[config.mk]
export PLATFORM = sky130hd
export DESIGN_NAME = fifo_wr_arbiter
export DESIGN_NICKNAME = d
export VERILOG_FILES = /design/src/rtl/fifo_wr_arbiter.sv
export SDC_FILE = /design/constraint.sdc
export NUM_CORES = 1
export LEC_CHECK = 0
export ABC_CLOCK_PERIOD_IN_PS = 3300
export CAP_MARGIN = 20
export CORE_MARGIN = 2
export CORE_UTILIZATION = 41
export DETAILED_ROUTE_END_ITERATION = 12
export PLACE_DENSITY = 0.8
export RECOVER_POWER = 50
export SLEW_MARGIN = 15
export SYNTH_ARGS = -nofsm -noshare
export SYNTH_HDL_FRONTEND = slang
export SYNTH_SLANG_ARGS = --single-unit
[constraint.sdc]
create_clock -name wclk -period 3.3 [get_ports wclk]
set_input_delay 0.33 -clock wclk [delete_from_list [all_inputs] [get_ports wclk]]
set_output_delay 0.33 -clock wclk [all_outputs]
set_load 0.005 [all_outputs]
[src/rtl/fifo_wr_arbiter.sv]
// Round-robin write arbiter: N requesters share one FIFO write port, bursts of up to BURST_LEN words per grant.
// Define FIFO_WR_ARB_CNT_EN to add the wr_count output (running accepted-write count, PTR_WIDTH+1 bits).
module fifo_wr_arbiter #(
  parameter int PTR_WIDTH  = 8,
  parameter int DATA_WIDTH = 8,
  parameter int NUM_REQ    = 4,
  parameter int BURST_LEN  = 4
) (
  input  logic                          wclk,
  input  logic                          wrstn,
  input  logic [NUM_REQ-1:0]            req,
  input  logic [NUM_REQ*DATA_WIDTH-1:0] data_in,
  input  logic                          full,
  output logic                          wr_en,
  output logic [DATA_WIDTH-1:0]         wdata,
  output logic [NUM_REQ-1:0]            gnt,
  output logic [NUM_REQ-1:0]            ack
`ifdef FIFO_WR_ARB_CNT_EN
  ,
  output logic [PTR_WIDTH:0]            wr_count
`endif
);

  localparam int IDX_W = (NUM_REQ > 1) ? $clog2(NUM_REQ) : 1;
  localparam int BC_W  = $clog2(BURST_LEN + 1);

  typedef enum logic {
    IDLE  = 1'b0,
    GRANT = 1'b1
  } state_t;

  state_t             state_q, state_d;
  logic [IDX_W-1:0]   owner_q, owner_d;
  logic [IDX_W-1:0]   rr_ptr_q, rr_ptr_d;
  logic [BC_W-1:0]    burst_cnt_q, burst_cnt_d;
  logic [NUM_REQ-1:0] gnt_q, gnt_d;
  logic [IDX_W-1:0]   next_ptr;
  logic               owner_req;
  logic               burst_last;

  // First set request bit at or above ptr, wrapping around.
  function automatic logic [IDX_W-1:0] rr_pick(input logic [NUM_REQ-1:0] r,
                                               input logic [IDX_W-1:0]   ptr);
    logic [IDX_W-1:0] sel;
    logic             found;
    int               idx;
    sel   = '0;
    found = 1'b0;
    for (int k = 0; k < NUM_REQ; k++) begin
      idx = (int'(ptr) + k) % NUM_REQ;
      if (!found && r[idx]) begin
        sel   = IDX_W'(idx);
        found = 1'b1;
      end
    end
    return sel;
  endfunction

  assign owner_req  = req[owner_q];
  assign burst_last = (burst_cnt_q == BC_W'(BURST_LEN - 1));
  assign wr_en      = (state_q == GRANT) & owner_req & ~full;
  assign wdata      = data_in[int'(owner_q)*DATA_WIDTH +: DATA_WIDTH];
  assign gnt        = gnt_q;
  assign next_ptr   = IDX_W'((int'(owner_q) + 1) % NUM_REQ);

  always_comb begin
    ack          = '0;
    ack[owner_q] = wr_en;
  end

  always_comb begin
    state_d     = state_q;
    owner_d     = owner_q;
    rr_ptr_d    = rr_ptr_q;
    burst_cnt_d = burst_cnt_q;
    unique case (state_q)
      IDLE: begin
        if (|req) begin
          state_d     = GRANT;
          owner_d     = rr_pick(req, rr_ptr_q);
          burst_cnt_d = '0;
        end
      end
      GRANT: begin
        // full stalls the burst indefinitely; only a dropped req or a completed burst ends it.
        if (wr_en) burst_cnt_d = burst_cnt_q + BC_W'(1);
        if (!owner_req || (wr_en && burst_last)) begin
          rr_ptr_d    = next_ptr;
          burst_cnt_d = '0;
          if (|req) owner_d = rr_pick(req, next_ptr);
          else      state_d = IDLE;
        end
      end
      default: state_d = IDLE;
    endcase
  end

  always_comb begin
    gnt_d = '0;
    if (state_d == GRANT) gnt_d[owner_d] = 1'b1;
  end

  always_ff @(posedge wclk or negedge wrstn) begin
    if (!wrstn) begin
      state_q     <= IDLE;
      owner_q     <= '0;
      rr_ptr_q    <= '0;
      burst_cnt_q <= '0;
      gnt_q       <= '0;
    end else begin
      state_q     <= state_d;
      owner_q     <= owner_d;
      rr_ptr_q    <= rr_ptr_d;
      burst_cnt_q <= burst_cnt_d;
      gnt_q       <= gnt_d;
    end
  end

`ifdef FIFO_WR_ARB_CNT_EN
  logic [PTR_WIDTH:0] wr_count_q, wr_count_d;

  // Wraps naturally, tracking the binary write pointer of the FIFO.
  always_comb begin
    wr_count_d = wr_count_q;
    if (wr_en) wr_count_d = wr_count_q + (PTR_WIDTH+1)'(1);
  end

  always_ff @(posedge wclk or negedge wrstn) begin
    if (!wrstn) wr_count_q <= '0;
    else        wr_count_q <= wr_count_d;
  end

  assign wr_count = wr_count_q;
`endif

endmodule

# Yosys cells after proc, flatten, opt, wreduce, memory -nomap -nowiden
# Cells that the tools add are included.
# classes
n_addsub,8
order_cmp,12
eq_ne,3
n_shift,1
n_mux,69
bitwise,11
reduce_logical,26
# ops
operator,n
$mux W1,40
$shiftx A32 B6 Y8,1
$lt A3 B4 Y1 const B,6
$mux W2,11
$bmux W1 S2,9
$lt A2 B3 Y1 const B,4
$reduce_or A2 Y1,6
$logic_and A1 B1 Y1,9
$mux W3,3
$add A2 B2 Y2 const B,4
$logic_not A1 Y1,7
$add A2 B1 Y2 const B,3
$and A1 B1 Y1 const A,6
$pmux W3 S2,1
$and A4 B4 Y4,1
$demux W1 S2,2
$ge A2 B1 Y1 const B,2
$mux W4,1
$pmux W2 S2,1
$reduce_and A2 Y1,2
$reduce_or A4 Y1,1
$add A3 B1 Y3 const B,1
$eq A3 B2 Y1 const B,1
$ne A3 B2 Y1 const B,1
5 further kinds,7
# totals
reg_bits,12
input_bits,39
out_inout_bits,17
word_cells,135

# Longest topological paths before layout
# Gate-level depths: netlist of the first run.
# depth
depth_word,31
ltp_mapped,11
depth_no_buf,8

# Least setup slack after synthesis of the first run
# OpenSTA, ideal clock, no wires.
# synth_timing
kind,register to register
startpoint,reg owner_q[0]
endpoint,reg owner_q[1]
setup_ps,132
t_arrival_ps,2479
t_required_ps,3168
setup_slack_ps,689
path_stages_with_launch,12
n_path_buf,3
period_less_slack_ps,2611
cell_sequence,dfrtp_1 > buf_6 > clkbuf_1 > buf_2 > inv_1 > ha_1 > or3_1 > o21ai_0 > a22oi_2 > nor3b_2 > o22ai_1 > o21ai_1
# synth_between
elab_chain_len,25
elab_cells_between_ends,47
classes_between,add/sub (4); mux (32); bitwise (2); reduce/logical (9)
# synth_rtl
item,line_no,text
from (decl),33,"logic [IDX_W-1:0] owner_q, owner_d;"
from (signal assigned),112,owner_q <= owner_d;
$add A2 B1 Y2 (*),64,assign next_ptr = IDX_W'((int'(owner_q) + 1) % NUM_REQ);
named net next_ptr[0],37,logic [IDX_W-1:0] next_ptr;
$bmux W1 S2,51,if (!found && r[idx]) begin
$mux W1 (implied by the code),51,
$mux W1,51,
$mux W1,90,"if (|req) owner_d = rr_pick(req, next_ptr);"
$mux W1,87,if (!owner_req || (wr_en && burst_last)) begin
$mux W1,76,unique case (state_q)
[... 11 more ...],--,
$mux W1,76,
$logic_not A1 Y1,51,
$logic_and A1 B1 Y1,51,
$mux W2 (*),51,
$mux W2 (*),90,
$mux W2 (*),87,
$pmux W2 S2 (*),76,
named net owner_d[1],33,
# The timed path passes the listed nets; every way through them passes the cells marked *. The select of a mux whose other input is x is not followed.
# A chain may end at the register's enable or synchronous reset.

# Worst setup path after layout of the first run
# layout_timing
startpoint,in req[1]
endpoint,out ack[1]
# layout_between
elab_chain_len,5
# layout_rtl
item,line_no,text
from (decl),11,"input logic [NUM_REQ-1:0] req,"
$bmux W1 S2,59,assign owner_req = req[owner_q];
$mux W1 (implied by the code),59,
$and A1 B1 Y1 (2 in a row),61,assign wr_en = (state_q == GRANT) & owner_req & ~full;
$and A4 B4 Y4 (no line),--,
to (decl),17,output logic [NUM_REQ-1:0] ack
# Every way passes these cells. The select of a mux whose other input is x is not followed.

==> results.md, run 1 <==
- Simple-gate share of the synthesized area: 22.2%
- Row cnt: 19
- Worst Path Arrival: 2.33 ns
- Critical path endpoint category: primary output
- Vias post-DR: 1141
- Top_reg_cell synth: dfrtp_1
- FF+latch area: 300 µm²
- Pwr Density: 700 nW/µm²
- Post-Synth XOR/XNOR Area: 0%
- Clock Skews: 0.00484 ns
- Hpwl dp: 2720 µm
- Max_cap viols: 0
- Global-route met2 utilization: 39.2%
- Antenna violations before repair: 0
- Adder-cell share of the synthesized area: 6.51%
- Crit path max fanout: 12
- Max Clk Rate: 0.376 GHz
- Final min period: 2.66 ns
- Area grow syn2layout: 50.4%
- Syn_nets: 165
- Yosys reg bits: 12
- Count leader, synth: dfrtp_1
- Crit-path cells: dlygate4sd3_1, mux4_2, and3_1, clkdlybuf4s50_1
- Post-Syn Instances: 120
- Met3 Use GR: 4.76%
- Final setup viols: 0
- Slowest CP cell: dlygate4sd3_1
- Synth Area in Compound Gates: 17.7%
- Hold slack: 0.471 ns
- Io pins: 56
- Final net count: 219
- Yosys top cell by area: dfrtp_1
- Buf/Inv on CP: 2
- RSZ-0062 raised after global routing: false
- Setup TNS: 0 ns
- Met1 Usage GRT: 28.6%
- Async SR Flop Fraction: 100%
- Final Cycle Share: 80.6%
- Fin. Hold Viols: 0
- Routability congestion estimate from global placement: 0.828
- Worst skew pair latency: 0.26 ns
- TritonCTS Buffers: 3
- Antenna diodes: 0
- Post-route antenna net violation count: 0
- Max-slew headroom: 65.7%
- Worst min-delay path class: in2async
- Postcts setup bufs: 0
- Worst setup SP type: input port
- Outcome: finished, final reports clean
- Tightest Pin Transition: 0.513 ns
- CTS Root Cell: clkbuf_4
- Total number of yosys warnings: 0
- Setup WS pre-CTS: 0.697 ns
- CTS resizes: 0
- Worst vdd ir: 0.000503 V
- Leak Pwr: 0.710 nW
- Initial DRC count: 17
- Multiplexer area fraction after synthesis: 21.4%
- Most frequent cells after synthesis: dfrtp_1 (12), nand2_1 (10), nor2_1 (10)
- Clock tree buffer depth: 2
- WS Path Type: in2out
- Largest net degree at the start of global routing: 15
- Synthesized cell area: 1150 µm²
- Share of cells above drive strength 1: 14.5%
- Global route overflow: 0
- Die footprint: 3250 µm²
- Die H: 57.0 µm
- Core area: 2710 µm²
- DRT Wirelength: 3370 µm
- Sequential element share of the synthesized area: 26.0%
- Worst path max stage delay: 0.71 ns
- CTS tree: done
- Vias in the first global route: 1181
- First-pass GRT wire length: 5730 µm
- Fill cells: 227
- Via density: 5.62
- CTS sink cnt: 12
- Number of port buffers: 55
- Top cell type's share of synthesized area: 26.0%
- Die W: 57.0 µm
- Largest family of logic cells by synthesized area: simple AND/OR/NAND/NOR gates
- Post-synthesis cell type count: 41
- Max Slew Vio Count: 0
- CTS clk-pin slew, worst paths: 0.07 ns
- Top cells by area, synth: dfrtp_1 (26%), mux4_2 (18%), ha_1 (6.5%)
- WP data required: 2.97 ns
- Wire length per cell: 16.6 µm
- Number of synthesized flops with an enable pin: 0
- Total global-route track usage: 22.5%
- H-Tree Depth: 1
- Initial Util: 42.6%
- Mapped Avg Cell Area: 9.61 µm²
- Delay-heaviest family, CP: buffers and inverters
- DRC viols: 0
- Final WS setup: 0.640 ns
- Busiest grt layer: met2
- Hold buffers post-CTS: 0
- Drt pass-1 iters: 4
- Multi-input gate area: 782 µm²
-- registers in the layout, summed over array words and instances (netlist names) --
register,flops
state_q,1
burst_cnt_q,3
owner_q,2
gnt,4
rr_ptr_q,2
-- final timing paths --
kind	startpoint	end	slack, ns	depth (start not counted)
hold / removal	wrstn	state_q$_DFF_PN0_	0.47	1
setup / recovery	req[1]	ack[1]	0.64	4
max in group asynchronous	wrstn	gnt[2]$_DFF_PN0_	2.48	1
setup reg to reg	owner_q[1]$_DFF_PN0_	owner_q[1]$_DFF_PN0_	0.69	8
min in group wclk	burst_cnt_q[2]$_DFFE_PN0P_	burst_cnt_q[2]$_DFFE_PN0P_	0.48	2
hold reg to reg	burst_cnt_q[2]$_DFFE_PN0P_	burst_cnt_q[2]$_DFFE_PN0P_	0.48	2
-- per-layer routing --
layer | routed length [µm] | up-vias | share of wire (%)
met5 | 0 | - | 0
met4 | 36 | 0 | 1.1
met1 | 1450 | 534 | 43
li1 | - | 550 | -
met2 | 1650 | 53 | 49
met3 | 238 | 4 | 7.1
-- cell type report --
cell class | count | share of cell area (%)
clock buffer | 3 | 1.30
inverter | 7 | 1.51
multi-input combinational | 93 | 45.1
sequential | 12 | 17.3
tap | 31 | 2.24
timing repair buffer | 57 | 32.6
-- cell families after synthesis --
kind of cell | count (synthesis)
DFF | 12
and+or+nand+nor | 44
muxes | 13
adders and majority gates | 6
buffers and inverters | 15
AOI/OAI and AO/OA | 30
-- layout by cell type (no fill, tap or decap), drive strengths merged, types with 3 or more instances in the layout --
cell type / netlist / routed
mux2: 3 / 3
clkbuf: 3 / 3
nand2b: 5 / 5
o22ai: 5 / 5
nor3: 4 / 4
dlygate4sd3: 0 / 6
mux4: 9 / 9
o21ai: 8 / 8
nor3b: 3 / 3
and3: 4 / 4
ha: 6 / 6
inv: 7 / 7
a21oi: 5 / 5
dfrtp: 12 / 12
clkdlybuf4s50: 0 / 49
nand2: 10 / 10
nor2: 11 / 11
-- through the flow --
| stage | power, mW | util [%] | cells | area (µm²) |
|---|---|---|---|---|
| 6_report | 1.22 | 64.0 | 203 | 1740 |
| 5_1_grt | 1.33 | 64.0 | 203 | 1740 |
| 4_1_cts | 1.24 | 64.0 | 203 | 1740 |
| 3_5_place_dp | 1.14 | 63.2 | 200 | 1710 |
| 3_3_place_gp | 1.12 | 63.2 | 200 | 1710 |
| 2_1_floorplan | 0.809 | - | 120 | 1150 |
-- where the power goes --
group / switching, mW / internal [mW]
clock network: 0.0428 / 0.0421
registers: 0.0683 / 0.206
logic: 0.377 / 0.478
total: 0.488 / 0.727
No activity file was read; power rests on OpenSTA's default activity.
==> run 2, diff against run 1 <==
- ABC_CLOCK_PERIOD_IN_PS: 3300 -> 2200
- CORE_UTILIZATION: 41 -> 37
- PLACE_DENSITY: 0.8 -> 0.76
- clock period: 3.3 -> 2.2 ns (I/O delays scaled with it)
==> run 2 against run 1 <==
Compared with the run above: register-to-register slack worse by 0.51 ns; via count up 3.7%; critical path depth down 1; clock power up 96%; combinational power up 68%; routed wire length down 4.3%; clock skew down 0.0036 ns; sequential share of layout area down 0.93 points; hold slack worse by 0.10 ns; worst setup slack worse by 0.59 ns; clock-buffer cell count up 1; total power up 63%.
==> results.md, run 2 (synthesis results as in run 1) <==
- Final setup viols: 0 (unchanged)
- Fin. Hold Viols: 0 (unchanged)
- R2R depth: 9 (was 8)
- H-Tree Depth: 1 (unchanged)
- Crit. Startpoint: owner_q[0]$_DFF_PN0_ (was req[1])
- Worst setup SP type: register (was input port)
- Max_cap viols: 0 (unchanged)
- Final net count: 230 (was 219)
- Worst skew pair latency: 0.26 ns (about the same)
- Final WS setup: 0.0504 ns (was 0.640 ns)
- CTS Root Cell: clkbuf_4 (unchanged)
- Share of cells above drive strength 1: 21.7% (was 14.5%)
- Final Cycle Share: 97.7%
- Setup slack, reg-to-reg: 0.18 ns (was 0.69 ns)
- CTS clk-pin slew, worst paths: 0.07 ns (about the same)
- Final min period: 2.15 ns
- Most frequent cells in the layout: clkdlybuf4s50_1 (49), buf_4 (13), dfrtp_1 (11) (was clkdlybuf4s50_1 (49), dfrtp_1 (12), nand2_1 (10), nor2_1 (10), mux4_2 (9))
- Buf/Inv on CP: 1 (was 2)
- Worst Path Arrival: 1.93 ns (was 2.33 ns)
- WP data required: 1.98 ns (was 2.97 ns)
- DRT Wirelength: 3230 µm (was 3370 µm)
- Via density: 5.45 (was 5.62)
- Hold buffers post-CTS: 0 (unchanged)
- Vias post-DR: 1183 (was 1141)
- Worst vdd ir: 0.000588 V (was 0.000503 V)
- Outcome: finished, final reports clean (unchanged)
- Row cnt: 20 (was 19)
- CTS tree: done (unchanged)
- Max Clk Rate: 0.465 GHz
- Drt pass-1 iters: 4 (unchanged)
- Die footprint: 3580 µm² (was 3250 µm²)
- Post-route cell area: 1840 µm² (was 1740 µm²)
- Power, Total: 1.99 mW (was 1.22 mW)
- Routability congestion estimate from global placement: 0.792 (was 0.828)
- Crit path capture: ack[2] (was ack[1])
- Global route overflow: 0 (unchanged)
- Critical path endpoint category: primary output (unchanged)
- TritonCTS Buffers: 3 (unchanged)
- Commonest non-fill, non-tap cell in the layout: clkdlybuf4s50_1 (unchanged)
- Reg2reg start: owner_q[0]$_DFF_PN0_ (was owner_q[1]$_DFF_PN0_)
- DRC viols: 0 (unchanged)
- Die H: 59.8 µm (was 57.0 µm)
- Max-slew headroom: 55.5% (was 65.7%)
- Wire length per cell: 14.9 µm (was 16.6 µm)
- Area grow syn2layout: 59.7% (was 50.4%)
- Total global-route track usage: 17.4% (was 22.5%)
- Worst path max stage delay: 0.60 ns (was 0.71 ns)
- Clock Skews: 0.00120 ns (was 0.00484 ns)
- DP Area: 1790 µm² (was 1710 µm²)
- WS Path Type: reg2out (was in2out)
- Post-route antenna net violation count: 0 (unchanged)
- Crit-path cells: mux4_2, and3_1, clkdlybuf4s50_1 (was dlygate4sd3_1, mux4_2, and3_1, clkdlybuf4s50_1)
- Largest net degree at the start of global routing: 15 (unchanged)
- Antenna violations before repair: 0 (unchanged)
- Hpwl dp: 2690 µm (was 2720 µm)
- Tightest Pin Transition: 0.661 ns (was 0.513 ns)
- Worst min-delay path class: in2async (unchanged)
- Vias in the first global route: 1133 (was 1181)
- Max Slew Vio Count: 0 (unchanged)
- Setup WS pre-CTS: 0.0717 ns (was 0.697 ns)
- Dpl cells: 210 (was 200)
- Pwr Density: 1080 nW/µm² (was 700 nW/µm²)
- RSZ-0062 raised after global routing: true (was false)
- Antenna diodes: 0 (unchanged)
- Fill cells: 261 (was 227)
- First-pass GRT wire length: 4820 µm (was 5730 µm)
- Hold slack: 0.369 ns (was 0.471 ns)
- WP depth: 3 (was 4)
- Initial DRC count: 35 (was 17)
- Fin cells: 217 (was 203)
- Io pins: 56 (unchanged)
- CTS sink cnt: 12 (unchanged)
- Delay-heaviest family, CP: multiplexers (was buffers and inverters)
- Die W: 59.8 µm (was 57.0 µm)
- Leak Pwr: 0.785 nW (was 0.710 nW)
- Largest register FFs: 4 (unchanged)
- Reg-to-Reg End: gnt[1]$_DFF_PN0_ (was owner_q[1]$_DFF_PN0_)
- Initial Util: 38.4% (was 42.6%)
- Clock tree buffer depth: 2 (unchanged)
- Number of port buffers: 55 (unchanged)
- Slowest CP cell: mux4_2 (was dlygate4sd3_1)
- Core area: 3000 µm² (was 2710 µm²)
- Crit path max fanout: 7 (was 12)
-- run 2: cell count changes in the layout (fill, tap and decap cells not counted) --
cell,previous run,this run
buf_4,2,13
clkbuf_8,0,1
dfrtp_1,12,11
dfrtp_2,0,1
dlygate4sd3_1,6,5
dlymetal6s2s_1,0,1
ha_1,6,5
ha_4,0,1
inv_1,6,5
inv_2,1,2
nor4_1,0,1
nor4_4,1,0
o22ai_1,5,4
o22ai_2,0,1
-- run 2: metrics by stage --
step	TNS [ns]	util, %
finish	0	61.3
global route	-0.0763	61.3
CTS	0	61.3
detailed placement	0	59.8
global placement	0	59.8
floorplan	0	-
-- run 2: how the worst min path moves through the flow --
stage | to | start | slack [ns] | cells past startpoint
finish | rr_ptr_q[0]$_DFFE_PN0P_ | wrstn | 0.37 | 1
global route | rr_ptr_q[0]$_DFFE_PN0P_ | wrstn | 0.41 | 1
floorplan | burst_cnt_q[0]$_DFFE_PN0P_ | wrstn | -0.08 | 0
detailed placement | burst_cnt_q[2]$_DFFE_PN0P_ | burst_cnt_q[2]$_DFFE_PN0P_ | 0.49 | 2
CTS | gnt[0]$_DFF_PN0_ | wrstn | 0.31 | 1
global placement | burst_cnt_q[2]$_DFFE_PN0P_ | burst_cnt_q[2]$_DFFE_PN0P_ | 0.46 | 2
-- run 2: area by class of cell --
class	count	area (µm²)	share of cell area [%]
Timing Repair Buffer	68	651	35.3
Sequential cell	12	302	16.4
Clock buffer	4	36.3	1.97
Multi-Input combinational cell	93	786	42.7
Inverter	7	26.3	1.43
Tap cell	33	41.3	2.24
-- run 2: timing repair --
| action | in CTS | in global routing |
|---|---|---|
| setup endpoints to repair | 5 | 5 |
| setup buffers | 1 | 2 |
| resized for setup | 1 | 1 |
-- run 2: worst register-to-register path: cells and delay by family, from the launching register on --
family	cells	cell delay, ns
AOI/OAI and AO/OA	3	0.34
adders and majority gates	1	0.24
buffers and inverters	2	0.23
DFF	1	0.45
and+or+nand+nor	3	0.70
-- run 2: per-layer routing --
metal	global-route usage, %	wire length, µm
met1	20.0	1260
met2	31.8	1580
met3	5.41	376
met4	2.54	10
met5	0	0
-- run 2: power by group --
group          total (mW)  internal, mW  switching, mW
combinational        1.44         0.824          0.619
sequential          0.378         0.312         0.0659
clock               0.166         0.100         0.0655
total                1.99          1.24          0.751
